$ cat config.mk
export PLATFORM = sky130hd
export DESIGN_NAME = requant_scheduler
export DESIGN_NICKNAME = d
export VERILOG_FILES = /design/src/rtl/cnn_pkg.sv /design/src/rtl/requant_core.sv /design/src/rtl/requant_scheduler.sv
export SDC_FILE = /design/constraint.sdc
export NUM_CORES = 1
export LEC_CHECK = 0
export ABC_AREA = 1
export CORE_ASPECT_RATIO = 0.7
export CORE_MARGIN = 1.5
export CORE_UTILIZATION = 60
export CTS_CLUSTER_DIAMETER = 40
export DETAILED_ROUTE_END_ITERATION = 12
export PLACE_DENSITY = 0.88
export SLEW_MARGIN = 20
export SYNTH_ARGS = -nofsm -noshare
export SYNTH_HDL_FRONTEND = slang
export SYNTH_HIERARCHICAL = 1
export SYNTH_SLANG_ARGS = --single-unit
$ cat constraint.sdc
create_clock -name clk -period 9.6 [get_ports clk]
set_input_delay 1.92 -clock clk [delete_from_list [all_inputs] [get_ports clk]]
set_output_delay 1.92 -clock clk [all_outputs]
set_load 0.05 [all_outputs]
$ cat src/rtl/cnn_pkg.sv
// Shared constants and helpers for the CNN_3_3 requantization path.
package cnn_pkg;

  localparam int ACC_W     = 64;
  localparam int OUT_W     = 8;
  localparam int SH_W      = 8;
  localparam int MAX_SHIFT = 63;

  localparam int SAT_MAX   = 127;
  localparam int SAT_MIN   = -128;

  // Ceiling log2; clog2(1) is 0.
  function automatic int clog2(input int n);
    int r;
    int v;
    r = 0;
    v = n - 1;
    while (v > 0) begin
      r = r + 1;
      v = v >>> 1;
    end
    return r;
  endfunction

endpackage

$ cat src/rtl/requant_core.sv
// Combinational round-half-up arithmetic shift and saturation of one accumulator.
// The sum is formed one bit wider than the accumulator so that adding the
// rounding constant to a near-maximum positive value cannot wrap negative.
module requant_core #(
  parameter int ACC_W = cnn_pkg::ACC_W,
  parameter int OUT_W = cnn_pkg::OUT_W,
  parameter int SH_W  = cnn_pkg::SH_W
) (
  input  logic signed [ACC_W-1:0] acc_i,
  input  logic        [SH_W-1:0]  shift_i,
  output logic signed [OUT_W-1:0] res_o
);
  import cnn_pkg::*;

  localparam int SW  = clog2(MAX_SHIFT + 1);
  localparam int RIW = clog2(ACC_W + 1);
  localparam logic signed [ACC_W:0] HI = SAT_MAX;
  localparam logic signed [ACC_W:0] LO = SAT_MIN;

  logic        [SW-1:0]  sh;
  logic        [RIW-1:0] rnd_idx;
  logic signed [ACC_W:0] ext;
  logic signed [ACC_W:0] rnd;
  logic signed [ACC_W:0] sum;
  logic signed [ACC_W:0] r;

  // Clamp the shift, add half an LSB of the result, shift, then saturate.
  always_comb begin
    sh      = (shift_i > SH_W'(MAX_SHIFT)) ? SW'(MAX_SHIFT) : shift_i[SW-1:0];
    ext     = {acc_i[ACC_W-1], acc_i};
    rnd     = '0;
    rnd_idx = RIW'(sh) - RIW'(1);
    if (sh != '0) begin
      rnd[rnd_idx] = 1'b1;
    end
    sum = ext + rnd;
    r   = sum >>> sh;
    if (r > HI) begin
      res_o = OUT_W'(SAT_MAX);
    end else if (r < LO) begin
      res_o = OUT_W'(SAT_MIN);
    end else begin
      res_o = r[OUT_W-1:0];
    end
  end

endmodule

$ cat src/rtl/requant_scheduler.sv
// Shares one requantization stage between NREQ requesters: per-requester shift
// table, round-robin arbiter, and a two-entry capture/compute pipeline with a
// valid/ready output toward the activation buffer.
module requant_scheduler #(
  parameter int NREQ  = 4,
  parameter int ACC_W = cnn_pkg::ACC_W,
  parameter int OUT_W = cnn_pkg::OUT_W,
  parameter int SH_W  = cnn_pkg::SH_W
) (
  input  logic                                 clk,
  input  logic                                 rstn,
  input  logic [NREQ-1:0]                      req_valid,
  input  logic [NREQ*ACC_W-1:0]                req_acc,
  output logic [NREQ-1:0]                      req_ready,
  input  logic                                 cfg_we,
  input  logic [cnn_pkg::clog2(NREQ)-1:0]      cfg_idx,
  input  logic [SH_W-1:0]                      cfg_shift,
  output logic                                 out_valid,
  input  logic                                 out_ready,
  output logic signed [OUT_W-1:0]              out_data,
  output logic [cnn_pkg::clog2(NREQ)-1:0]      out_src,
  output logic [31:0]                          out_cnt
);
  import cnn_pkg::*;

  localparam int IW = clog2(NREQ);

  logic [SH_W-1:0]         tbl_q [NREQ];
  logic [IW-1:0]           ptr_q;

  logic                    s1_v_q;
  logic signed [ACC_W-1:0] s1_acc_q;
  logic [SH_W-1:0]         s1_sh_q;
  logic [IW-1:0]           s1_src_q;

  logic                    out_valid_q;
  logic signed [OUT_W-1:0] out_data_q;
  logic [IW-1:0]           out_src_q;
  logic [31:0]             out_cnt_q;

  logic                    s2_adv;
  logic                    s1_free;
  logic                    gnt_v;
  logic                    grant;
  logic [IW-1:0]           gnt_idx;
  logic [IW-1:0]           cand;
  logic signed [OUT_W-1:0] core_res;

  // Stage 1 may move on when stage 2 is empty or its result is being taken.
  assign s2_adv  = s1_v_q & (!out_valid_q | out_ready);
  assign s1_free = !s1_v_q | !out_valid_q | out_ready;
  assign grant   = rstn & s1_free & gnt_v;

  // Round-robin search starting one past the last granted requester.
  always_comb begin
    gnt_v   = 1'b0;
    gnt_idx = '0;
    cand    = '0;
    for (int i = 1; i <= NREQ; i++) begin
      cand = ptr_q + IW'(i);
      if (!gnt_v && req_valid[cand]) begin
        gnt_v   = 1'b1;
        gnt_idx = cand;
      end
    end
  end

  // One-hot accept toward the winning requester.
  always_comb begin
    req_ready = '0;
    if (grant) begin
      req_ready[gnt_idx] = 1'b1;
    end
  end

  // Shift table; a grant in the same cycle reads the pre-write entry.
  always_ff @(posedge clk) begin
    if (!rstn) begin
      for (int i = 0; i < NREQ; i++) begin
        tbl_q[i] <= '0;
      end
    end else if (cfg_we) begin
      tbl_q[cfg_idx] <= cfg_shift;
    end
  end

  requant_core #(
    .ACC_W (ACC_W),
    .OUT_W (OUT_W),
    .SH_W  (SH_W)
  ) u_core (
    .acc_i   (s1_acc_q),
    .shift_i (s1_sh_q),
    .res_o   (core_res)
  );

  // Capture stage, compute/output stage, RR pointer and delivery counter.
  always_ff @(posedge clk) begin
    if (!rstn) begin
      ptr_q       <= IW'(NREQ - 1);
      s1_v_q      <= 1'b0;
      s1_acc_q    <= '0;
      s1_sh_q     <= '0;
      s1_src_q    <= '0;
      out_valid_q <= 1'b0;
      out_data_q  <= '0;
      out_src_q   <= '0;
      out_cnt_q   <= '0;
    end else begin
      if (grant) begin
        s1_v_q   <= 1'b1;
        s1_acc_q <= req_acc[gnt_idx*ACC_W +: ACC_W];
        s1_sh_q  <= tbl_q[gnt_idx];
        s1_src_q <= gnt_idx;
        ptr_q    <= gnt_idx;
      end else if (s2_adv) begin
        s1_v_q <= 1'b0;
      end

      if (s2_adv) begin
        out_valid_q <= 1'b1;
        out_data_q  <= core_res;
        out_src_q   <= s1_src_q;
      end else if (out_ready) begin
        out_valid_q <= 1'b0;
      end

      if (out_valid_q && out_ready) begin
        out_cnt_q <= out_cnt_q + 32'd1;
      end
    end
  end

  assign out_valid = out_valid_q;
  assign out_data  = out_data_q;
  assign out_src   = out_src_q;
  assign out_cnt   = out_cnt_q;

endmodule

==> metrics.md, run 1 <==
| Metric | Value |
|---|---|
| Status | `finished clean` |
| CP peak stage delay | `760 ps` |
| CP Max Fanout | `96` |
| Clock share of power | `7.2%` |
| CTS tree | `yes` |
| Root Buffer | `clkbuf_16` |
| Die Ht | `158.2 um` |
| Mapped Area | `0.02066 mm^2` |
| Synth top area cells | `nand2_1 26%, nand3_1 20%, dfxtp_1 12%` |
| Post_cts resized | `0` |
| Number of I/O port buffers | `320` |
| Combinational share of power | `81.5%` |
| PD cells | `376.6 mW/mm^2` |
| Avg Vias per Cell | `5.950` |
| Sequential share of the synthesized area | `16.28%` |
| Rows | `56` |
| Period minus WS final | `7816 ps` |
| Syn_area_per_cell | `5.271 um^2` |
| Sw Pwr | `5.817 mW` |
| Worst path required time | `7680 ps` |
| Gpl congestion | `1.139` |
| Num Clock Sinks | `152` |
| Global-route wire length before repair | `128,700 um` |
| Core Area | `0.03370 mm^2` |
| Layout cell share with drive strength beyond 1 | `4.779%` |
| Slew Viols, Final | `0` |
| Global route overflow | `0` |
| Crit end category | `output pin` |
| Placed instance area | `0.02380 mm^2` |
| Warnings from Yosys | `6` |
| Reg power frac | `11.2%` |
| Commonest non-fill, non-tap cell in the layout | `nand2_1` |
| Post-CTS Hold Buffers | `0` |
| Area leader, netlist | `nand2_1` |
| Largest net degree at the start of global routing | `106` |
| Worst-skew pair later-pin latency | `460 ps` |
| H-Tree Level Count | `4` |
| Effective utilization at floorplan | `61.29%` |
| RSZ-0062 raised after global routing | `false` |
| Fmax | `127.9 MHz` |
| Critical path's top delay family | `buffers and inverters` |
| Period utilisation layout | `81.42%` |
| Worst-margin pin slew | `1086 ps` |
| Cells after Synth | `3,919` |
| Int Power | `3.363 mW` |
| TritonCTS buffer count | `17` |
| Worst vdd ir | `345.4 uV` |
| Post-route DRC | `0` |
| Skew final | `16.95 ps` |
| Post-Synthesis Net Count | `4,260` |
| LEAKAGE | `12.40 nW` |
| Die footprint | `0.03557 mm^2` |
| Initial antenna violation count | `2` |
| Cell Chain, Critical Path | `clkdlybuf4s50_1, nand2_1, nand2_1, nand2_1, nand2_2, nor2_4, nand4_4, buf_4, nand2_4, inv_2, nor2_1, clkdlybuf4s50_1` |
| Max clock buf depth | `2` |
| Yosys reg bits | `152` |
| Overall routing resource usage | `46.00%` |
| WL per Instance | `18.01 um` |
| Worst setup SP type | `input pin` |
| Die W | `224.8 um` |
| First-pass DRT Iterations | `7` |
| Setup_tns | `0 ps` |
| Area Overhead vs Synth | `18.01%` |
| Most Frequent Cell on Critical Path | `nand2_1` |
| CP Class | `in -> out` |
| MaxCap Viol Count | `0` |
| Post-synth top area share | `25.77%` |
| Post-CTS setup buffers | `0` |
| Post-route ant nets | `0` |
| I/O Pins | `321` |
| Total power | `9.180 mW` |
| Slowest-stage cell, CP | `buf_4` |
| Buf/Inv on CP | `4` |
| Slew HR | `27.44%` |
| Switching Share | `63.36%` |
| Number of global-route vias before repair | `24,420` |
| Clock-pin slew on the worst setup and hold paths | `70 ps` |
| Most frequent cells in the layout | `1,418 x nand2_1, 841 x nand3_1, 453 x inv_1` |
| Via count | `27,290` |
| WP data arrival | `5900 ps` |
| Final Hold Viols | `0` |
| DRT iter0 DRCs | `4,303` |
| Distinct cells, synth | `51` |
| Dpl hpwl | `64,630 um` |
| Nets | `4,450` |
| Routed wire length | `82,610 um` |
| Setup Viol. Count Final | `0` |
| Hold/Removal Path Class | `reg -> reg` |
| Final instance area | `0.02438 mm^2` |
routing by layer:
layer	global-route usage, %	part of all wire, %
met5	1.262	0.067
met4	16.20	3.4
met3	15.00	15
met2	68.23	41
met1	62.11	41
cell usage after synthesis, drive strengths merged:
library cell	instances
a21boi	1
a21oi	100
a22oi	1
a31o	1
a31oi	6
a41oi	1
and2	9
and3	6
buf	107
clkbuf	62
clkinv	5
dfxtp	120
edfxtp	32
fa	1
ha	66
inv	471
mux2i	2
nand2	1465
nand3	867
nand3b	12
nand4	34
nor2	345
nor3	40
nor3b	4
nor4	7
o211ai	20
o21a	2
o21ai	60
o21bai	4
o22ai	3
o2bb2ai	1
or2	16
or3	1
xnor2	17
xor2	30
stage by stage:
| stage | setup slack [ps] | hold slack, ps | utilization, % | cells |
|---|---|---|---|---|
| floorplan | 3703 | 433.2 | - | 3919 |
| global route | 1558 | 499.7 | 72.33 | 4587 |
| finish | 1784 | 470.1 | 72.33 | 4587 |
| CTS | 1892 | 468.6 | 72.32 | 4586 |
| global placement | 1915 | 455.6 | 70.62 | 4554 |
| detailed placement | 1904 | 454.7 | 70.62 | 4554 |
registers in the layout (all words and copies together) (netlist names):
register,cells
ptr_q,2
out_cnt,32
s1_v_q,1
tbl_q,32
out_data,8
s1_acc_q,64
s1_sh_q,8
out_src,2
s1_src_q,2
out_valid,1
path summary, 6_finish.rpt:
| path | to | depth (start not counted) | slack, ps | start |
|---|---|---|---|---|
| setup / recovery | req_ready[1] | 12 | 1780 | req_valid[1] |
| hold / removal | s1_src_q[0]$_SDFFE_PN0P_ | 2 | 470 | s1_src_q[0]$_SDFFE_PN0P_ |
| setup reg to reg | out_data[0]$_SDFFE_PN0P_ | 44 | 2310 | s1_sh_q[7]$_SDFFE_PN0P_ |
| hold reg to reg | s1_src_q[0]$_SDFFE_PN0P_ | 2 | 470 | s1_src_q[0]$_SDFFE_PN0P_ |
cell families after synthesis:
group / synth area share [%]
AO/OA/AOI/OAI: 5.294
buffers and inverters: 12.72
multiplexers: 0.09691
adder cells (fa/ha/maj): 4.094
flip-flops: 16.28
XOR/XNOR: 1.993
AND/OR/NAND/NOR: 59.52
worst min-delay path: cells and delay by family (launching register included):
family | cells | cell delay (ps)
AOI/OAI and AO/OA | 1 | 60
DFF | 1 | 310
and+or+nand+nor | 1 | 50
layout make-up:
cell class,count,area (um^2)
timing repair buffer,340,3351
tap,464,580.6
clock buffer,20,467.9
clock inverter,12,105.1
fill,2966,9325
multi-input combinational,3122,14720
antenna,1,2.502
inverter,476,1789
sequential,152,3363
power by group through the flow:
stage | logic, mW | registers, mW | clock network (mW)
after detailed placement | 7.10 | 1.03 | 0
after floorplan | 5.37 | 0.992 | 0
final | 7.48 | 1.03 | 0.664
after global placement | 7.02 | 1.03 | 0
after CTS | 7.14 | 1.02 | 0.663
after global routing | 8.16 | 1.04 | 0.692
Note: power is estimated with default switching activity, not from simulation.
==> run 2: changes to the inputs <==
--- a/config.mk
+++ b/config.mk
@@ -8,10 +8,10 @@
 export ABC_AREA = 1
 export CORE_ASPECT_RATIO = 0.7
 export CORE_MARGIN = 1.5
-export CORE_UTILIZATION = 60
+export CORE_UTILIZATION = 51
 export CTS_CLUSTER_DIAMETER = 40
 export DETAILED_ROUTE_END_ITERATION = 12
-export PLACE_DENSITY = 0.88
+export PLACE_DENSITY = 0.79
 export SLEW_MARGIN = 20
 export SYNTH_ARGS = -nofsm -noshare
 export SYNTH_HDL_FRONTEND = slang
==> constraint.sdc (replaced) <==
create_clock -name clk -period 6.45 [get_ports clk]
set_input_delay 1.29 -clock clk [delete_from_list [all_inputs] [get_ports clk]]
set_output_delay 1.29 -clock clk [all_outputs]
set_load 0.05 [all_outputs]
==> run 2 against run 1 <==
  * Non-clock buffer count up 34
  * Final cell count rose by 2.3%
  * Clock power is 57% higher
  * Power up 53%
  * Largest power group unchanged
  * Highest routed layer is now met4
  * Sequential share of layout area is 0.36 points lower
  * Largest cell class unchanged
  * Count of clock-buffer cells in the layout is 1 lower
==> metrics.md, run 2 (synthesized netlist as in run 1, its figures left out) <==
| Metric | Value |
|---|---|
| Reg with most FFs | `s1_acc_q` |
| Die W | `243.6 um (+8.4%)` |
| I/O Pins | `321 (unchanged)` |
| Worst vdd ir | `535.6 uV (+55%)` |
| Via count | `26,470 (-3.0%)` |
| WP data arrival | `6500 ps (+600 ps)` |
| CTS tree | `yes` |
| Dpl hpwl | `66,660 um (+3.1%)` |
| # diodes | `0 (-1)` |
| Num Clock Sinks | `152 (unchanged)` |
| Largest net degree at the start of global routing | `109 (+2.8%)` |
| Crit path from | `s1_sh_q[6]$_SDFFE_PN0P_` |
| Nets | `4,484 (+0.76%)` |
| FF-to-FF Start | `s1_sh_q[6]$_SDFFE_PN0P_` |
| TritonCTS buffer count | `17 (unchanged)` |
| Period minus WS final | `6146 ps` |
| R2R Setup Slk | `300 ps (-2010 ps)` |
| Post-route DRC | `0 (unchanged)` |
| Crit end category | `register` |
| Max clock buf depth | `2 (unchanged)` |
| Effective utilization at floorplan | `51.85% (-9.4 points)` |
| Fmax | `162.7 MHz` |
| Worst-margin pin slew | `1069 ps (-16.78 ps)` |
| Inst Count DP | `4,641 (+1.9%)` |
| CP Max Fanout | `8 (-92%)` |
| Critical path's top delay family | `simple AND/OR/NAND/NOR gates` |
| CP Class | `reg -> reg` |
| Final WS setup | `303.5 ps (-1481 ps)` |
| Worst-skew pair later-pin latency | `460 ps (about the same)` |
| H-Tree Level Count | `4 (unchanged)` |
| Final Hold Viols | `0 (unchanged)` |
| Global route overflow | `0 (unchanged)` |
| Setup Viol. Count Final | `0 (unchanged)` |
| Avg Vias per Cell | `5.642 (-5.2%)` |
| First-pass DRT Iterations | `8 (+1)` |
| Routed wire length | `84,220 um (+2.0%)` |
| Overall routing resource usage | `39.16% (-6.8 points)` |
| Dpl ws | `249.5 ps (-1654 ps)` |
| Gpl congestion | `1.088 (-4.5%)` |
| WP depth | `38 (+26)` |
| PD cells | `559.6 mW/mm^2 (+49%)` |
| Setup_tns | `0 ps (unchanged)` |
| Worst setup SP type | `register` |
| Core Area | `0.03984 mm^2 (+18%)` |
| Number of I/O port buffers | `320 (unchanged)` |
| Layout cell share with drive strength beyond 1 | `6.785% (+2.0 points)` |
| Area Overhead vs Synth | `21.18%` |
| Commonest non-fill, non-tap cell in the layout | `nand2_1` |
| Slew Viols, Final | `0 (unchanged)` |
| WL per Instance | `17.95 um (-0.31%)` |
| DRT iter0 DRCs | `3,271 (-24%)` |
| Buf/Inv on CP | `4 (unchanged)` |
| Skew final | `24.23 ps (+7.278 ps)` |
| Most frequent cells in the layout | `1,414 x nand2_1, 813 x nand3_1, 451 x inv_1` |
| CP peak stage delay | `340 ps (-420 ps)` |
| Status | `finished clean` |
| Post-Layout Cell Count | `4,691 (+2.3%)` |
| Rows | `61 (+8.9%)` |
| Initial antenna violation count | `0 (-2)` |
| R2R cell count | `38 (-14%)` |
| Root Buffer | `clkbuf_16` |
| Die Ht | `171.4 um (+8.3%)` |
| Global-route wire length before repair | `128,500 um (-0.16%)` |
| Slew HR | `28.73% (+1.3 points)` |
| MaxCap Viol Count | `0 (unchanged)` |
| Total power | `14.01 mW (+53%)` |
| Post-route ant nets | `0 (unchanged)` |
| Clock-pin slew on the worst setup and hold paths | `80 ps (about the same)` |
| Period utilisation layout | `95.29%` |
| Critical Path Sink | `out_data[4]$_SDFFE_PN0P_` |
| Max FFs per register | `64 (unchanged)` |
| Number of global-route vias before repair | `23,290 (-4.6%)` |
| FF-to-FF End | `out_data[4]$_SDFFE_PN0P_` |
| Die footprint | `0.04174 mm^2 (+17%)` |
| Worst path required time | `6800 ps (-880 ps)` |
| Slowest-stage cell, CP | `dfxtp_1` |
| Most Frequent Cell on Critical Path | `nand2_1` |
| Filler Cells Inserted | `4,076 (+37%)` |
| LEAKAGE | `12.68 nW (+2.3%)` |
| Hold/Removal Path Class | `reg -> reg` |
-- run 2: metrics by stage --
stage	util, %	hold WS [ps]	instance area [um^2]
after floorplan	-	433.2	20660
after global placement	60.35	452.6	24040
after detailed placement	60.35	465.9	24040
after CTS	61.87	475.3	24650
after global routing	62.83	504.1	25030
final	62.83	471.0	25030
-- run 2: tightest hold or removal path: stages, from the launching register on --
cell and delay, ps:
dfxtp_1 320, nand2_1 60, a21oi_1 50
-- run 2: repair_timing --
item                                   4_1_cts  5_1_grt
setup endpoints to repair                    0        7
hold buffers                                 0        0
endpoints found under the hold margin        0        0
resized for setup                            0       56
buffers inserted                             0       18
-- run 2: layer usage --
metal  vias to the layer above  part of all wire, %  global-route usage [%]
li1                      13010                    -                       -
met1                     11870                   44                   55.26
met2                      1465                   41                   58.18
met3                       118                   13                   12.47
met4                         0                  1.9                   7.568
met5                         -                    0                       0
-- run 2: worst min path at each step --
stage | startpoint | end | slack (ps) | cells after the start
2_1_floorplan | s1_src_q[0]$_SDFFE_PN0P_ | s1_src_q[0]$_SDFFE_PN0P_ | 430 | 2
3_3_place_gp | s1_src_q[0]$_SDFFE_PN0P_ | s1_src_q[0]$_SDFFE_PN0P_ | 450 | 2
3_5_place_dp | s1_src_q[0]$_SDFFE_PN0P_ | s1_src_q[0]$_SDFFE_PN0P_ | 470 | 2
4_1_cts | s1_src_q[0]$_SDFFE_PN0P_ | s1_src_q[0]$_SDFFE_PN0P_ | 480 | 2
5_1_grt | s1_acc_q[52]$_SDFFE_PN0P_ | s1_acc_q[52]$_SDFFE_PN0P_ | 500 | 2
6_report | s1_src_q[0]$_SDFFE_PN0P_ | s1_src_q[0]$_SDFFE_PN0P_ | 470 | 2
-- run 2: power by group --
| part | total (mW) | switching (mW) | internal [mW] |
|---|---|---|---|
| clock network | 1.04 | 0.469 | 0.574 |
| registers | 1.54 | 0.283 | 1.26 |
| logic | 11.4 | 8.00 | 3.42 |
| total | 14.0 | 8.75 | 5.26 |
-- run 2: layout make-up --
| type | instances | area [um^2] | share of cell area (%) |
|---|---|---|---|
| Multi-Input combinational cell | 3122 | 14960 | 59.78 |
| Timing Repair Buffer | 374 | 3633 | 14.52 |
| Sequential cell | 152 | 3363 | 13.44 |
| Inverter | 476 | 1795 | 7.173 |
| Tap cell | 535 | 669.4 | 2.674 |
| Clock buffer | 19 | 454.2 | 1.814 |
| Clock inverter | 13 | 152.6 | 0.6098 |
